## src/rtl/pipe_hazard_ctrl.sv

```systemverilog
// pipe_hazard_ctrl
// Stall/flush sequencer for the IF/ID/EX/LS/WB pipeline. It resolves
// load-use hazards and ID-resolved jumps, and freezes the pipe while fetch
// or LS memory is busy. A watchdog on the wait states latches a sticky
// error when a memory port hangs.
module pipe_hazard_ctrl #(
    parameter int CNT_W    = 8,
    parameter int MAX_WAIT = 200
) (
    input  logic       clk,
    input  logic       rst_n,
    input  logic [4:0] id_rs1_idx_i,
    input  logic       id_rs1_used_i,
    input  logic [4:0] id_rs2_idx_i,
    input  logic       id_rs2_used_i,
    input  logic [4:0] ex_rd_idx_i,
    input  logic       ex_rd_wren_i,
    input  logic       ex_is_load_i,
    input  logic       id_jump_i,
    input  logic       if_valid_i,
    input  logic       ls_req_i,
    input  logic       ls_done_i,
    output logic       pc_stall_o,
    output logic       id_stall_o,
    output logic       ex_stall_o,
    output logic       ls_stall_o,
    output logic       wb_bubble_o,
    output logic       id_flush_o,
    output logic       ex_flush_o,
    output logic       timeout_o,
    output logic [1:0] state_o
);

    typedef enum logic [1:0] {
        ST_RUN     = 2'd0,
        ST_LS_WAIT = 2'd1,
        ST_IF_WAIT = 2'd2,
        ST_ERR     = 2'd3
    } state_t;

    localparam logic [CNT_W-1:0] WAIT_LAST = CNT_W'(MAX_WAIT - 1);

    state_t           state_q, state_d;
    logic [CNT_W-1:0] wait_cnt_q, wait_cnt_d;
    logic             redirect_pend_q, redirect_pend_d;
    logic             timeout_q, timeout_d;

    logic ls_busy;
    logic rs1_hit;
    logic rs2_hit;
    logic load_use;
    logic normal_path;

    // A memory op is outstanding and not finishing this cycle.
    assign ls_busy  = ls_req_i & ~ls_done_i;
    assign rs1_hit  = id_rs1_used_i & (id_rs1_idx_i == ex_rd_idx_i);
    assign rs2_hit  = id_rs2_used_i & (id_rs2_idx_i == ex_rd_idx_i);
    assign load_use = ex_is_load_i & ex_rd_wren_i & (ex_rd_idx_i != 5'd0)
                    & (rs1_hit | rs2_hit);

    // Jump and fetch handling only act when nothing of higher priority owns the cycle.
    assign normal_path = (state_q != ST_ERR) & ~ls_busy & ~load_use;

    // State register: FSM, watchdog counter, pending redirect and sticky timeout.
    always_ff @(posedge clk or negedge rst_n) begin
        if (!rst_n) begin
            state_q         <= ST_RUN;
            wait_cnt_q      <= '0;
            redirect_pend_q <= 1'b0;
            timeout_q       <= 1'b0;
        end else begin
            state_q         <= state_d;
            wait_cnt_q      <= wait_cnt_d;
            redirect_pend_q <= redirect_pend_d;
            timeout_q       <= timeout_d;
        end
    end

    // Next-state logic: wait-state transitions, watchdog escalation, redirect tracking.
    always_comb begin
        state_d         = state_q;
        wait_cnt_d      = wait_cnt_q;
        redirect_pend_d = redirect_pend_q;
        timeout_d       = timeout_q;

        case (state_q)
            ST_RUN: begin
                if (ls_busy)
                    state_d = ST_LS_WAIT;
                else if (!if_valid_i)
                    state_d = ST_IF_WAIT;
            end
            ST_LS_WAIT: begin
                if (ls_done_i)
                    state_d = ST_RUN;
            end
            ST_IF_WAIT: begin
                if (ls_busy)
                    state_d = ST_LS_WAIT;
                else if (if_valid_i)
                    state_d = ST_RUN;
            end
            default: state_d = ST_ERR;
        endcase

        if (state_q == ST_LS_WAIT || state_q == ST_IF_WAIT) begin
            if (state_d == ST_RUN) begin
                wait_cnt_d = '0;
            end else if (wait_cnt_q == WAIT_LAST) begin
                state_d   = ST_ERR;
                timeout_d = 1'b1;
            end else begin
                wait_cnt_d = wait_cnt_q + 1'b1;
            end
        end

        if (normal_path) begin
            if (id_jump_i && !if_valid_i)
                redirect_pend_d = 1'b1;
            else if (if_valid_i && redirect_pend_q)
                redirect_pend_d = 1'b0;
        end
    end

    // Output logic: prioritised hold/bubble/flush controls for the stage registers.
    always_comb begin
        pc_stall_o  = 1'b0;
        id_stall_o  = 1'b0;
        ex_stall_o  = 1'b0;
        ls_stall_o  = 1'b0;
        wb_bubble_o = 1'b0;
        id_flush_o  = 1'b0;
        ex_flush_o  = 1'b0;
        timeout_o   = timeout_q;
        state_o     = state_q;

        if (!rst_n) begin
            pc_stall_o = 1'b0;
        end else if (state_q == ST_ERR || ls_busy) begin
            pc_stall_o  = 1'b1;
            id_stall_o  = 1'b1;
            ex_stall_o  = 1'b1;
            ls_stall_o  = 1'b1;
            wb_bubble_o = 1'b1;
        end else if (load_use) begin
            pc_stall_o = 1'b1;
            id_stall_o = 1'b1;
            ex_flush_o = 1'b1;
        end else begin
            if (!if_valid_i) begin
                pc_stall_o = 1'b1;
                id_flush_o = 1'b1;
            end
            if (id_jump_i)
                id_flush_o = 1'b1;
            if (if_valid_i && redirect_pend_q)
                id_flush_o = 1'b1;
        end
    end

endmodule

```

## config.mk

```make
export PLATFORM = sky130hd
export DESIGN_NAME = pipe_hazard_ctrl
export DESIGN_NICKNAME = d
export VERILOG_FILES = /design/src/rtl/pipe_hazard_ctrl.sv
export SDC_FILE = /design/constraint.sdc
export NUM_CORES = 1
export LEC_CHECK = 0
export ABC_CLOCK_PERIOD_IN_PS = 2300
export CORE_ASPECT_RATIO = 1.2
export CORE_MARGIN = 5
export CORE_UTILIZATION = 35
export CTS_CLUSTER_DIAMETER = 200
export DETAILED_ROUTE_END_ITERATION = 10
export GPL_ROUTABILITY_DRIVEN = 0
export HOLD_SLACK_MARGIN = 0.03
export PLACE_DENSITY = 0.67
export SYNTH_ARGS = -nofsm -noshare
export SYNTH_HDL_FRONTEND = slang
export SYNTH_SLANG_ARGS = --single-unit
```

## constraint.sdc

```tcl
create_clock -name clk -period 2.3 [get_ports clk]
set_input_delay 0.23 -clock clk [delete_from_list [all_inputs] [get_ports clk]]
set_output_delay 0.23 -clock clk [all_outputs]
set_load 0.02 [all_outputs]
```

## Yosys cells after proc, flatten, opt, wreduce, memory -nomap -nowiden

Index checks and enable logic that the tools add are counted.

- Add/sub/neg operators: 1
- Multipliers: 0
- Divide/modulo/power cells: 0
- Order comparisons: 0
- Eq/ne operators: 8
- Shift-type cells: 0
- Muxes and demuxes: 29
- Bitwise logic cells: 13
- Reductions and logical operators: 12

Operators with widths:

| kind | number |
|---|---|
| 1-bit 2-to-1 mux | 18 |
| 2-bit 2-to-1 mux | 8 |
| 8-bit 2-to-1 mux | 2 |
| 5-bit == test | 2 |
| 8-bit by 1-bit adder with 8-bit output (second input constant) | 1 |
| 1-bit AND | 8 |
| 8-bit == test (second input constant) | 1 |
| 2-bit one-hot mux with 3 select lines | 1 |
| 5-bit nonzero test | 1 |
| 2-bit == test (second input constant) | 2 |
| 2-bit zero test | 2 |
| 2-bit inequality test (second input constant) | 2 |
| 1-bit inverter | 4 |
| 2-bit AND reduction | 2 |
| 3-bit AND reduction | 1 |
| 2-bit by 1-bit == test with 1-bit output (second input constant) | 1 |
| 1-bit logical AND | 2 |
| 1-bit logical OR | 2 |
| 2-bit nonzero test | 1 |
| 1-bit zero test | 1 |
| 1-bit OR | 1 |

- Flip-flop bits (word level): 12
- Latch bits: 0
- RAM bits: 0
- Memory bits (read-only): 0
- Input port bits: 25
- Output and inout port bits: 10
- Word-level logic and storage cells: 67
- Memories kept: 0

## Logic depth before layout (Yosys ltp)

- Word-level depth: 7
- Gate-level depth with buffers: 8
- Mapped depth without buffers: 7

## Worst setup path after synthesis

No wires, ideal clock.

- Kind: register -> register
- Start: reg state_q[0], in the netlist state_o[0]
- End: reg wait_cnt_q[7]
- Library setup time: 0.138 ns
- Arrival time: 1.810 ns
- Data required time: 2.162 ns
- Slack: 0.352 ns
- Cell stages (with the launch flop): 9
- Buffers on the path: 1
- Period minus slack after synthesis: 1.948 ns
- Cells stage by stage: dfrtp_1 > inv_1 > ha_1 > or2b_1 > a31oi_1 > or3b_1 > buf_6 > o2111ai_2 > o311ai_2

- Word-level cells in the longest chain between the ends: 6
- Elaborated cells on any way between the ends: 14
- Those cells by class: eq/ne (3); mux (7); reduce/logical (4)

Ends and longest elaborated chain:

| element | RTL line | RTL |
|---|---|---|
| start: declaration | 43 | `state_t state_q, state_d;` |
| start signal: assignment | 72 | `state_q <= state_d;` |
| 2-bit 2-to-1 mux (on tied branches) | 100, 90 |  |
| 2-bit 2-to-1 mux (on tied branches) | 98, 88 |  |
| 2-bit one-hot mux with 3 select lines | 86 | `case (state_q)` |
| 2-bit zero test | 107 | `if (state_d == ST_RUN) begin` |
| 2-bit inequality test (no line) | - |  |
| 2-bit AND reduction (no line) | - |  |
| end signal: assignment | 73 | `wait_cnt_q <= wait_cnt_d;` |
| end: declaration | 44 | `logic [CNT_W-1:0] wait_cnt_q, wait_cnt_d;` |

Several ways; a longest one is shown, not always the timed one.
A chain may end at the register's enable or synchronous reset.

## Final worst setup path

- Start: in ex_rd_idx_i[1]
- End: out pc_stall_o

- Word-level cells in the longest chain between the ends: 7
- Elaborated cells on any way between the ends: 11
- Those cells by class: eq/ne (2); mux (3); bitwise (5); reduce/logical (1)

Ends and longest elaborated chain:

| element | RTL line | RTL |
|---|---|---|
| start: declaration | 16 | `input logic [4:0] ex_rd_idx_i,` |
| 5-bit == test (on tied branches) | 56, 57 |  |
| 1-bit AND (on tied branches) | 56, 57 |  |
| 1-bit OR | 59 | `& (rs1_hit \| rs2_hit);` |
| 1-bit AND (*) | 59 |  |
| 1-bit 2-to-1 mux (*) | 145 | `end else if (load_use) begin` |
| 1-bit 2-to-1 mux (*) | 139 | `end else if (state_q == ST_ERR \|\| ls_busy) begin` |
| 1-bit 2-to-1 mux (*) | 137 | `if (!rst_n) begin` |
| end: declaration | 23 | `output logic pc_stall_o,` |

Every way passes the cells marked *; elsewhere a longest branch is shown, timed or not.

==> results.toml <==
[floorplan]
core_area_um2 = 2785
ios = 35
die_area_um2 = 4068
rows = 21
dieWidth_um = 59.06
start_util = 0.3630
die_h_um = 68.88

[logic_synthesis]
synth.cell_area_um2 = 1011
yosys.area.top_type = "dfrtp_1"
syn_avg_cell_area_um2 = 8.791
yosysSeqAreaShare = 0.2970
syn-num-nets = 145
synth_area_leaders = "dfrtp_1 (30%), xnor2_1 (8.7%), ha_1 (6.2%)"
async_flop_share = 1.000
ys_ff_latch = 12
ys.flop_type = "dfrtp_1"
yosysWarningCount = 0
synth_top_area_frac = 0.2970
syn_inst = 115
synth.distinct_cells = 40
synth_edf_count = 0

[global_routing]
grt_antenna_before_repair = 0
grt_pass1_vias = 981
grt_overflow = 0
grt_pass1_wl_um = 4340
grt_max_degree = 19
grt_use_total = 0.1414

[cells_and_area]
area_growth_pct = 41.09
final_common_cell = "clkdlybuf4s50_1"
n_antenna_cell = 0
multi_input_area_um2 = 645.6
regArea_um2 = 300.3
fill_cells = 292
drive_above_1_share = 0.1242
layout_common_cells = "clkdlybuf4s50_1 (29), dfrtp_1 (12), nand2_1 (11)"
layout.nets = 184

[routing]
ant_nets = 0
drt_wl_total_um = 2632
detail_route.vias_per_cell = 5.278
drt-wirelength-per-cell_um = 14.07
first_pass_iters = 4
drtIter0Drc = 20
drc = 0
num_vias = 987

[setup_path]
crit_fanout = 3
critPathKind = "in -> out"
crit_arrival_ns = 1.97
rrSetupSlack_ns = 0.21
end_kind = "output pin"
crit_path_start_kind = "input pin"
worstPathRequired_ns = 2.07

[hold_path]
worstHoldPathType = "in -> async"

[timing]
tightestPinTransition_ns = 0.6970
fmax_ghz = 0.4543
hold_viol_final = 0
skew_ns = 0.005336
slew-limit-headroom = 0.5310
period_needed_ns = 2.201
rsz0062_at_grt = "true"
setup_violations = 0
slew_viol_final = 0
tns_ns = 0
period_share = 0.9570

[clock_network]
clk_latency_ns = 0.28
hold_buffers = 0
cts_tree = "built"
clock_path_buffers = 2
cts_sinks = 12
post_cts_buffers = 0
cts_buffers = 3
cts_max_level = 1
path_clk_slew_ns = 0.08
root_buffer = "clkbuf_4"

[power]
power_mw = 1.376
power_density_nw_per_um2 = 964.7
vdd_drop_max_mv = 0.5821
p_leak_nw = 0.5948

[place]
io_buffers = 34
hpwl_um = 2146

[outcome]
run_status = "complete, no violations"

[flow_run]
max_cap_viol_count = 0
power breakdown:
group          total, mW  switching [mW]  internal [mW]
registers          0.389          0.0901          0.299
clock network      0.175          0.0783         0.0965
logic              0.812           0.453          0.359
total               1.38           0.621          0.755
per-stage QoR:
step / area, um^2 / cells / hold slack [ns] / util / worst slack (ns)
floorplan: 1011 / 115 / -0.06559 / - / 0.3519
global placement: 1398 / 183 / 0.4537 / 0.5018 / -0.2523
detailed placement: 1398 / 183 / 0.4558 / 0.5018 / -0.3211
CTS: 1434 / 187 / 0.1499 / 0.5148 / -0.05704
global route: 1426 / 187 / 0.1548 / 0.5121 / -0.008081
finish: 1426 / 187 / 0.1494 / 0.5121 / 0.09898
critical path: stages:
cell and delay [ns]:
clkdlybuf4s50_1 0.47, or3_1 0.40, o311a_1 0.34, a21boi_2 0.16, buf_4 0.13, a21boi_0 0.07
buf_2 0.17
synthesized netlist by cell type, types with 2 or more instances:
library cell / n
a21oi_1: 4
and3_1: 3
and4_1: 2
buf_4: 3
dfrtp_1: 12
ha_1: 5
inv_1: 8
nand2_1: 11
nand2b_1: 4
nand3_1: 3
nand4_1: 3
nor2_1: 6
nor2b_1: 4
nor3_1: 2
o211ai_1: 3
o21ai_0: 3
o21bai_1: 2
o221ai_1: 2
o22ai_1: 4
o311ai_2: 2
xnor2_1: 10
worst paths after layout:
path,start,endpoint,cells past startpoint
min in group clk,timeout_o,timeout_o,1
hold reg to reg,timeout_o,timeout_o,1
hold / removal,rst_n,redirect_pend_q,1
setup / recovery,ex_rd_idx_i[1],pc_stall_o,7
setup reg to reg,state_o[0],wait_cnt_q[7],7
max in group asynchronous,rst_n,wait_cnt_q[7],2
per-layer routing:
layer,GRT usage,vias up,wire (um)
met5,0,-,0
met4,0.06799,0,45
met3,0.03538,5,232
met2,0.2624,37,1282
met1,0.1472,454,1072
li1,-,491,-
cell families after synthesis:
| kind of cell | Yosys count | synth area share |
|---|---|---|
| flip-flops | 12 | 0.2970 |
| AO/OA/AOI/OAI | 29 | 0.2265 |
| XOR/XNOR | 10 | 0.08663 |
| buffers and inverters | 14 | 0.07054 |
| adder cells (fa/ha/maj) | 5 | 0.06188 |
| multiplexers | 1 | 0.009901 |
| AND/OR/NAND/NOR | 44 | 0.2475 |
registers in the layout, indices dropped and copies added, names as in the netlist:
| signal | cells |
|---|---|
| wait_cnt_q | 8 |
| redirect_pend_q | 1 |
| timeout_o | 1 |
| state_o | 2 |
final cells by class:
type	instances	share of cell area
clock buffers	4	0.02544
inverters	8	0.02105
multi-input cells	89	0.4526
flip-flops and latches	12	0.2105
well taps	34	0.02982
repair buffers	40	0.2605
what timing repair did:
item	in CTS	in global routing
pin swaps	0	1
cloned	0	0
setup endpoints to repair	4	5
gates resized for setup	8	7
(Power assumes the default switching activity.)
